$ cat config.mk
export PLATFORM = sky130hd
export DESIGN_NAME = pc_sequencer
export DESIGN_NICKNAME = d
export VERILOG_FILES = /design/src/rtl/pc_sequencer.sv
export SDC_FILE = /design/constraint.sdc
export NUM_CORES = 1
export LEC_CHECK = 0
export CAP_MARGIN = 40
export CORE_MARGIN = 2
export CORE_UTILIZATION = 44
export DETAILED_ROUTE_END_ITERATION = 8
export GPL_TIMING_DRIVEN = 0
export PLACE_DENSITY = 0.78
export SYNTH_ARGS = -nofsm -noshare
export SYNTH_HDL_FRONTEND = slang
export SYNTH_SLANG_ARGS = --single-unit
$ cat constraint.sdc
create_clock -name clk -period 3.3 [get_ports clk]
set_clock_uncertainty 0.1 [all_clocks]
set_input_delay 0.99 -clock clk [delete_from_list [all_inputs] [get_ports clk]]
set_output_delay 0.99 -clock clk [all_outputs]
set_load 0.02 [all_outputs]
$ cat src/rtl/pc_sequencer.sv
// Program counter owner and fetch sequencer: fetches over a req/ack handshake,
// hands the word to decode, then picks sequential / branch / jump next PC.
module pc_sequencer #(
  parameter int               XLEN         = 32,
  parameter logic [XLEN-1:0]  RESET_VECTOR = 32'h0000_0000,
  parameter int               OFF_W        = 13
) (
  input  logic              clk,
  input  logic              rst,
  output logic              imem_req,
  output logic [XLEN-1:0]   imem_addr,
  input  logic              imem_ack,
  input  logic [XLEN-1:0]   imem_rdata,
  output logic [XLEN-1:0]   insn,
  output logic              insn_valid,
  input  logic              ex_done,
  input  logic              branch,
  input  logic              jump,
  input  logic              zero,
  input  logic [OFF_W-1:0]  label,
  input  logic              stall,
  output logic [XLEN-1:0]   pc,
  output logic              misalign
);

  typedef enum logic [2:0] {IDLE, FETCH, ISSUE, EXEC, TRAP} state_t;

  state_t                  state;
  logic signed [XLEN-1:0]  offset;
  logic [XLEN-1:0]         target;

  function automatic logic signed [XLEN-1:0] sext(input logic [OFF_W-1:0] off);
    return {{(XLEN-OFF_W){off[OFF_W-1]}}, off};
  endfunction

  assign imem_addr = pc;
  assign offset    = sext(label);

  // Taken control transfers share one adder path; wrap-around is intentional.
  always_comb begin
    target = pc + XLEN'(4);
    if (jump || (branch && zero)) begin
      target = pc + offset;
    end
  end

  always_ff @(posedge clk) begin
    if (!rst) begin
      state      <= IDLE;
      pc         <= RESET_VECTOR;
      insn       <= '0;
      imem_req   <= 1'b0;
      insn_valid <= 1'b0;
      misalign   <= 1'b0;
    end else begin
      insn_valid <= 1'b0;
      case (state)
        IDLE: begin
          if (!stall) begin
            state    <= FETCH;
            imem_req <= 1'b1;
          end
        end
        FETCH: begin
          if (imem_ack) begin
            insn       <= imem_rdata;
            imem_req   <= 1'b0;
            insn_valid <= 1'b1;
            state      <= ISSUE;
          end
        end
        ISSUE: begin
          state <= EXEC;
        end
        EXEC: begin
          if (ex_done) begin
            // A misaligned target is never committed to pc.
            if (target[1:0] != 2'b00) begin
              misalign <= 1'b1;
              state    <= TRAP;
            end else begin
              pc <= target;
              if (!stall) begin
                state    <= FETCH;
                imem_req <= 1'b1;
              end else begin
                state <= IDLE;
              end
            end
          end
        end
        TRAP: begin
          imem_req <= 1'b0;
        end
        default: begin
          state    <= IDLE;
          imem_req <= 1'b0;
        end
      endcase
    end
  end

endmodule

-- Word level (Yosys, flattened, before mapping)
Cells that the tools add are included.
- $add $sub $neg: 2
- equality and inequality tests: 8
- mux-type cells: 13
- bitwise operators: 3
- reductions and logical operators: 10
- operator list (operator ; number):
    $add 32x3->32 const B ; 1
    $add 32x32->32 ; 1
    $mux 32 ; 1
    $pmux 3 s5 ; 1
    $mux 3 ; 4
    $ne 2x2->1 const B ; 4
    $reduce_and 4->1 ; 2
    $eq 3x2->1 const B ; 2
    $mux 1 ; 6
    $reduce_and 3->1 ; 2
    $pmux 1 s4 ; 1
    $reduce_and 2->1 ; 2
    $eq 3x1->1 const B ; 1
    $eq 3x3->1 const B ; 1
    $logic_not 3->1 ; 1
    $not 1->1 ; 3
    $reduce_bool 2->1 ; 1
    $logic_and 1x1->1 ; 1
    $logic_or 1x1->1 ; 1
- register bits after elaboration: 70
- input port bits: 53
- logic and storage cells: 42

-- Logic depth before layout (Yosys ltp)
Gate-level depths: netlist (run 1).
- word-level depth: 7
- gate-level depth with buffers: 11
- depth with buffers taken out: 11

-- Least setup slack after synthesis (run 1)
No wires, ideal clock.
- path type: input port to flip-flop
- from: input label[0]
- to: register pc[19] (netlist: imem_addr[19])
- library setup time: 0.122 ns
- data arrival time: 2.993 ns
- data required time: 3.078 ns
- path slack: 0.085 ns
- stages on the path: 8
- path buffers: 0
- cells stage by stage: ha_1 > fa_1 > o31ai_2 > nor3b_4 > nand2_2 > or3_1 > o221ai_1 > a21oi_1
- cells in the longest elaborated chain, start to end: 5
- RTL lines (item ; line ; RTL):
    start, declared ; 20 ; input logic [OFF_W-1:0] label,
    $add 32x32->32 (*) ; 43 ; target = pc + offset;
    $mux 32 (*) ; 42 ; if (jump || (branch && zero)) begin
    $reduce_bool 2->1 ; 78 ; if (target[1:0] != 2'b00) begin
    $not 1->1 (no line) ; -- ;
    $reduce_and 3->1 (no line) ; -- ;
    end signal, assigned ; 82 ; pc <= target;
    end, declared ; 22 ; output logic [XLEN-1:0] pc,
Every way passes the cells marked *; elsewhere a longest branch is shown, timed or not.
A chain may end at the register's enable or synchronous reset.

-- Worst setup path after layout (run 1)
- from: input label[2]
- to: register pc[24] (netlist: imem_addr[24])
- cells in the longest elaborated chain, start to end: 2
- RTL lines (item ; line):
    $add 32x32->32 ; 43
    $mux 32 ; 42
No other way between the ends.

==> results of run 1 <==
## area by class of cell
class / count / share of cell area, %
clock inverter: 6 / 0.938
tap: 143 / 2.35
inverter: 9 / 0.444
buffer: 63 / 4.82
multi-input combinational: 540 / 48.6
sequential: 70 / 18.4
clock buffer: 10 / 3.01
timing repair buffer: 165 / 21.4
## path summary, 6_finish.rpt
kind,start,end,cells past startpoint
worst min-delay path,insn[3],insn[3],2
worst max register to register,imem_addr[2],imem_addr[24],11
worst min register to register,insn[3],insn[3],2
worst max-delay path,label[2],imem_addr[24],11
## power by group
part	internal [W]	leakage (nW)	switching (W)
clock	0.000590	0.139	0.000390
combinational	0.000179	2.26	0.000209
sequential	0.000869	0.567	0.0000191
total	0.00164	2.97	0.000618
## metrics by stage
stage	hold WS (ns)	instance area (µm²)	power, W	instances	utilization (%)
global route	0.390	7600	0.00234	1006	66.3
global placement	0.351	6850	0.00126	976	59.8
floorplan	0.428	5170	0.00110	683	-
finish	0.362	7600	0.00226	1006	66.3
detailed placement	0.358	6850	0.00127	976	59.8
CTS	0.367	7450	0.00225	1003	65.0
## state kept, by name, indices dropped and copies added (netlist names)
| name | count |
|---|---|
| state | 3 |
| insn_valid | 1 |
| imem_req | 1 |
| misalign | 1 |
| imem_addr | 32 |
| insn | 32 |
## metal layers
layer | wire, µm | share of wire [%]
met1 | 7150 | 42
met2 | 8090 | 47
met5 | 0 | 0
met3 | 1450 | 8.4
met4 | 496 | 2.9
## worst max-delay path, cell delays in order
cell,delay (ns)
clkdlybuf4s50_1,0.47
ha_4,0.33
a21oi_4,0.07
o21ai_2,0.15
a21oi_2,0.09
o21a_2,0.26
or3_4,0.40
a21oi_4,0.15
a311oi_1,0.10
a41o_1,0.23
a211oi_2,0.17
## cell usage in the layout, fill, tap and decap left out, types with 5 or more instances in the layout
| cell type | n |
|---|---|
| clkbuf_16 | 9 |
| a21boi_0 | 33 |
| nor2_1 | 28 |
| nand2b_1 | 7 |
| clkdlybuf4s50_1 | 145 |
| and3_1 | 14 |
| nand2_1 | 113 |
| a21oi_4 | 6 |
| and4_1 | 6 |
| inv_1 | 9 |
| nor3_1 | 5 |
| nand4_1 | 6 |
| a21oi_1 | 55 |
| a21oi_2 | 5 |
| a21o_1 | 18 |
| ha_4 | 6 |
| o21a_1 | 5 |
| ha_1 | 20 |
| nor2b_1 | 12 |
| o21ai_2 | 5 |
| xnor2_1 | 18 |
| o211ai_1 | 5 |
| nand3_1 | 23 |
| buf_4 | 46 |
| ha_2 | 6 |
| o21ai_0 | 43 |
| clkbuf_1 | 26 |
| dfxtp_1 | 70 |
| xor2_1 | 7 |
| and2_1 | 7 |
| a31oi_1 | 11 |
## cells by family (layout without fill, tap and decap cells)
logic type | Yosys count | after routing | share of synthesized area (%)
mux | 1 | 1 | 0.194
simple gates | 244 | 244 | 22.8
buf+inv | 73 | 253 | 7.74
flops | 70 | 70 | 27.1
xor+xnor | 26 | 26 | 4.40
fa+ha+maj | 33 | 33 | 8.13
compound gates | 236 | 236 | 29.6
## repair_timing
item,4_1_cts,5_1_grt
endpoints found under the setup margin,31,16
pin swaps,18,11
gates resized for setup,51,30
hold buffers,0,0
setup buffers,12,3
endpoints found under the hold margin,0,0
==> run metrics, run 1 <==
final worst path period share 98.2%; Final WS setup 0.0595 ns; Final Max Slew Viols 0; Setup Crit Path Kind in -> reg; Total GRT Usage 26.2%; final RePlAce weighted congestion 0.875; most frequent cells after synthesis nand2_1, dfxtp_1, a21oi_1; post-synthesis sequential area ratio 27.1%; filler instances 948; TNS Setup 0 ns; DR vias 5780; chip width 112 µm; CTS tree done; PD cells 297 mW/mm²; critical path endpoint category register; GRT Max-Usage Layer met2; area leader, netlist dfxtp_1; clock latency on the worst-skew pair 0.34 ns; Mapped Cells 683; Residual DRC 0; Core Rows 39; Clock Tree Buf Depth 2; initial core utilization 45.1%; largest net degree at the start of global routing 21; max-cap violations 0; Routed Antenna Nets 0; dpl hpwl 12600 µm; fin nets 944; H-tree depth 3; WP data arrival 3.41 ns; status complete, no violations; first-pass GRT wire length 27300 µm; yosys synthesis warning count 0; syn_nets 769; relative slew slack 60.1%; core area 0.0115 mm²; Area Growth Syn to Fin 47.0%; Hold Vio Cnt, Final 0; CP Max Fanout 4; top-count cell post-synth nand2_1; synthesized flop and latch total 70; Synth async-reset ratio 0%; largest cells by area after synthesis dfxtp_1, nand2_1, ha_1; LEAKAGE 2.97 nW; worst slew pin tran 0.599 ns; fin crit period 3.24 ns; maximum vdd drop 0.343 mV; FF/Latch Area 0.00140 mm²; Critical Path Start Type input pin; pre-CTS setup slack -1.33 ns; number of setup violations in the final report 0; layout cell share with drive strength beyond 1 14.6%; GRT met1 Usage 32.1%; DR iter-0 viols 512; Netlist Area Pre-Place 0.00517 mm²; clk sinks 70; Hold Path Class reg -> reg; GRT met2 Usage 44.7%; vias in the first global route 5808; die height 112 µm; final wirelength 17200 µm; area occupied by multi-input gates 0.00370 mm²; r2r setup slk 0.41 ns; Main synth FF type dfxtp_1; initial antenna violation count 0; Antenna diodes 0; WL/cell 17.1 µm; Vias/cell 5.75; Max Clk Rate 309 MHz; post-synthesis average cell area 7.57 µm²; Post-synth EDFFs 0; I/O Buffers 150; total CTS buffers 9; GR Layer Usage met3 4.21%; I/O pin count 152; Remaining Overflow, GRT 0; total iterations of the first detailed-routing run 6; Yosys top cell area share 27.1%; Synth cell types 63; die area 0.0126 mm²; Clock transition at path regs 0.06 ns; WP data required 3.47 ns; Root Buffer clkbuf_16
No activity file was read; power rests on OpenSTA's default activity.
==> inputs of run 2 (changes only) <==
--- a/config.mk
+++ b/config.mk
@@ -6,6 +6,7 @@
 export NUM_CORES = 1
 export LEC_CHECK = 0
 export CAP_MARGIN = 40
+export CORE_ASPECT_RATIO = 0.7
 export CORE_MARGIN = 2
 export CORE_UTILIZATION = 44
 export DETAILED_ROUTE_END_ITERATION = 8
==> run 2 against run 1 <==
Against the previous run: die area increased by 0.11%; setup slack improved by 0.0077 ns; register-to-register slack got worse by 0.10 ns; first-iteration DRC count increased by 32%; sequential share of layout area decreased by 0.33 points; via count increased by 3.2%; critical path depth decreased by 1; worst hold slack improved by 0.0034 ns; critical path type unchanged.
==> run metrics, run 2 (synthesized netlist as in run 1, its figures left out) <==
first-pass GRT wire length 26800 µm; Post-Layout Inst Area 0.00774 mm²; Residual DRC 0; Critical Path Start Type input pin; cts hold-fix bufs 0; Antenna diodes 0; CP Max Fanout 10; Max Clk Rate 309 MHz; maximum vdd drop 0.272 mV; Remaining Overflow, GRT 0; clock latency on the worst-skew pair 0.34 ns; CTS tree done; core area 0.0116 mm²; total CTS buffers 9; Area Growth Syn to Fin 49.6%; I/O pin count 152; most frequent cells in the layout clkdlybuf4s50_1, nand2_1, dfxtp_1, a21oi_1, buf_4; Clock transition at path regs 0.06 ns; largest net degree at the start of global routing 21; max-cap violations 0; r2r setup slk 0.31 ns; Tot Pwr 0.00233 W; fin crit period 3.23 ns; die height 94.7 µm; WL/cell 17.1 µm; fin nets 947; number of setup violations in the final report 0; final worst path period share 98.0%; final wirelength 17500 µm; RSZ-0062 raised after global routing yes; initial core utilization 44.6%; clk sinks 70; status complete, no violations; DR iter-0 viols 677; PD cells 301 mW/mm²; min-delay src insn[2]; final RePlAce weighted congestion 0.906; initial antenna violation count 0; WP data arrival 3.40 ns; Hold Vio Cnt, Final 0; CP Launch Point branch; total iterations of the first detailed-routing run 6; relative slew slack 56.8%; DP Area 0.00687 mm²; Setup Crit Path Kind in -> reg; Vias/cell 5.83; I/O Buffers 150; Routed Antenna Nets 0; dpl hpwl 12700 µm; worst slew pin tran 0.649 ns; WP data required 3.47 ns; most common cell after layout, fill and taps aside clkdlybuf4s50_1; LEAKAGE 3.05 nW; H-tree depth 3; Total GRT Usage 26.6%; reg2reg start imem_addr[2]; die area 0.0127 mm²; filler instances 912; Clock Tree Buf Depth 2; Core Rows 33; critical path endpoint category register; chip width 134 µm; Final Max Slew Viols 0; Hold Path Class reg -> reg; vias in the first global route 5300; DR vias 5964; layout cell share with drive strength beyond 1 15.2%; Root Buffer clkbuf_16
## run 2: area by class of cell
class	instances	area, µm²	area share [%]
inverter	9	33.8	0.436
clock inverter	2	37.5	0.485
tap	157	196	2.54
multi-input combinational	540	3750	48.5
clock buffer	14	284	3.67
buffer	63	365	4.72
timing repair buffer	168	1670	21.5
sequential	70	1400	18.1
## run 2: through the flow
stage | TNS (ns) | utilization [%] | worst slack [ns] | instances | hold slack, ns
floorplan | 0 | - | 0.0851 | 683 | 0.428
global placement | -22.76 | 59.2 | -1.24 | 990 | 0.349
detailed placement | -23.75 | 59.2 | -1.30 | 990 | 0.359
CTS | 0 | 64.2 | 0.000235 | 1018 | 0.370
global route | -0.175 | 66.7 | -0.0683 | 1023 | 0.379
finish | 0 | 66.7 | 0.0672 | 1023 | 0.366
## run 2: final timing paths
kind | to | depth (start not counted)
worst max-delay path | imem_addr[6] | 10
worst min-delay path | insn[2] | 2
worst max register to register | imem_addr[24] | 11
worst min register to register | insn[2] | 2
## run 2: report_power, final
group          total (W)  leakage, nW  internal, W  switching [W]
sequential      0.000889        0.567     0.000869      0.0000195
combinational   0.000397         2.33     0.000184       0.000212
clock            0.00104        0.155     0.000668       0.000373
total            0.00233         3.05      0.00172       0.000605
## run 2: routing by layer
| metal | up-vias | routed length (µm) | track usage [%] |
|---|---|---|---|
| li1 | 2792 | - | - |
| met1 | 2779 | 7840 | 37.1 |
| met2 | 357 | 7720 | 42.1 |
| met3 | 36 | 1670 | 4.94 |
| met4 | 0 | 305 | 7.71 |
| met5 | - | 0 | 0 |
## run 2: what timing repair did
action                                  in CTS  in global routing
pin swaps                                   12                 23
setup buffers                               12                  6
gates resized for setup                     42                 48
endpoints found under the setup margin      31                 20
## run 2: critical path, cell delays in order
cell,delay [ns]
clkdlybuf4s50_1,0.45
a21o_1,0.29
or3_1,0.39
o31ai_4,0.10
nand4_2,0.26
buf_2,0.27
clkbuf_2,0.22
a21oi_1,0.17
o21ai_0,0.11
a21oi_1,0.16
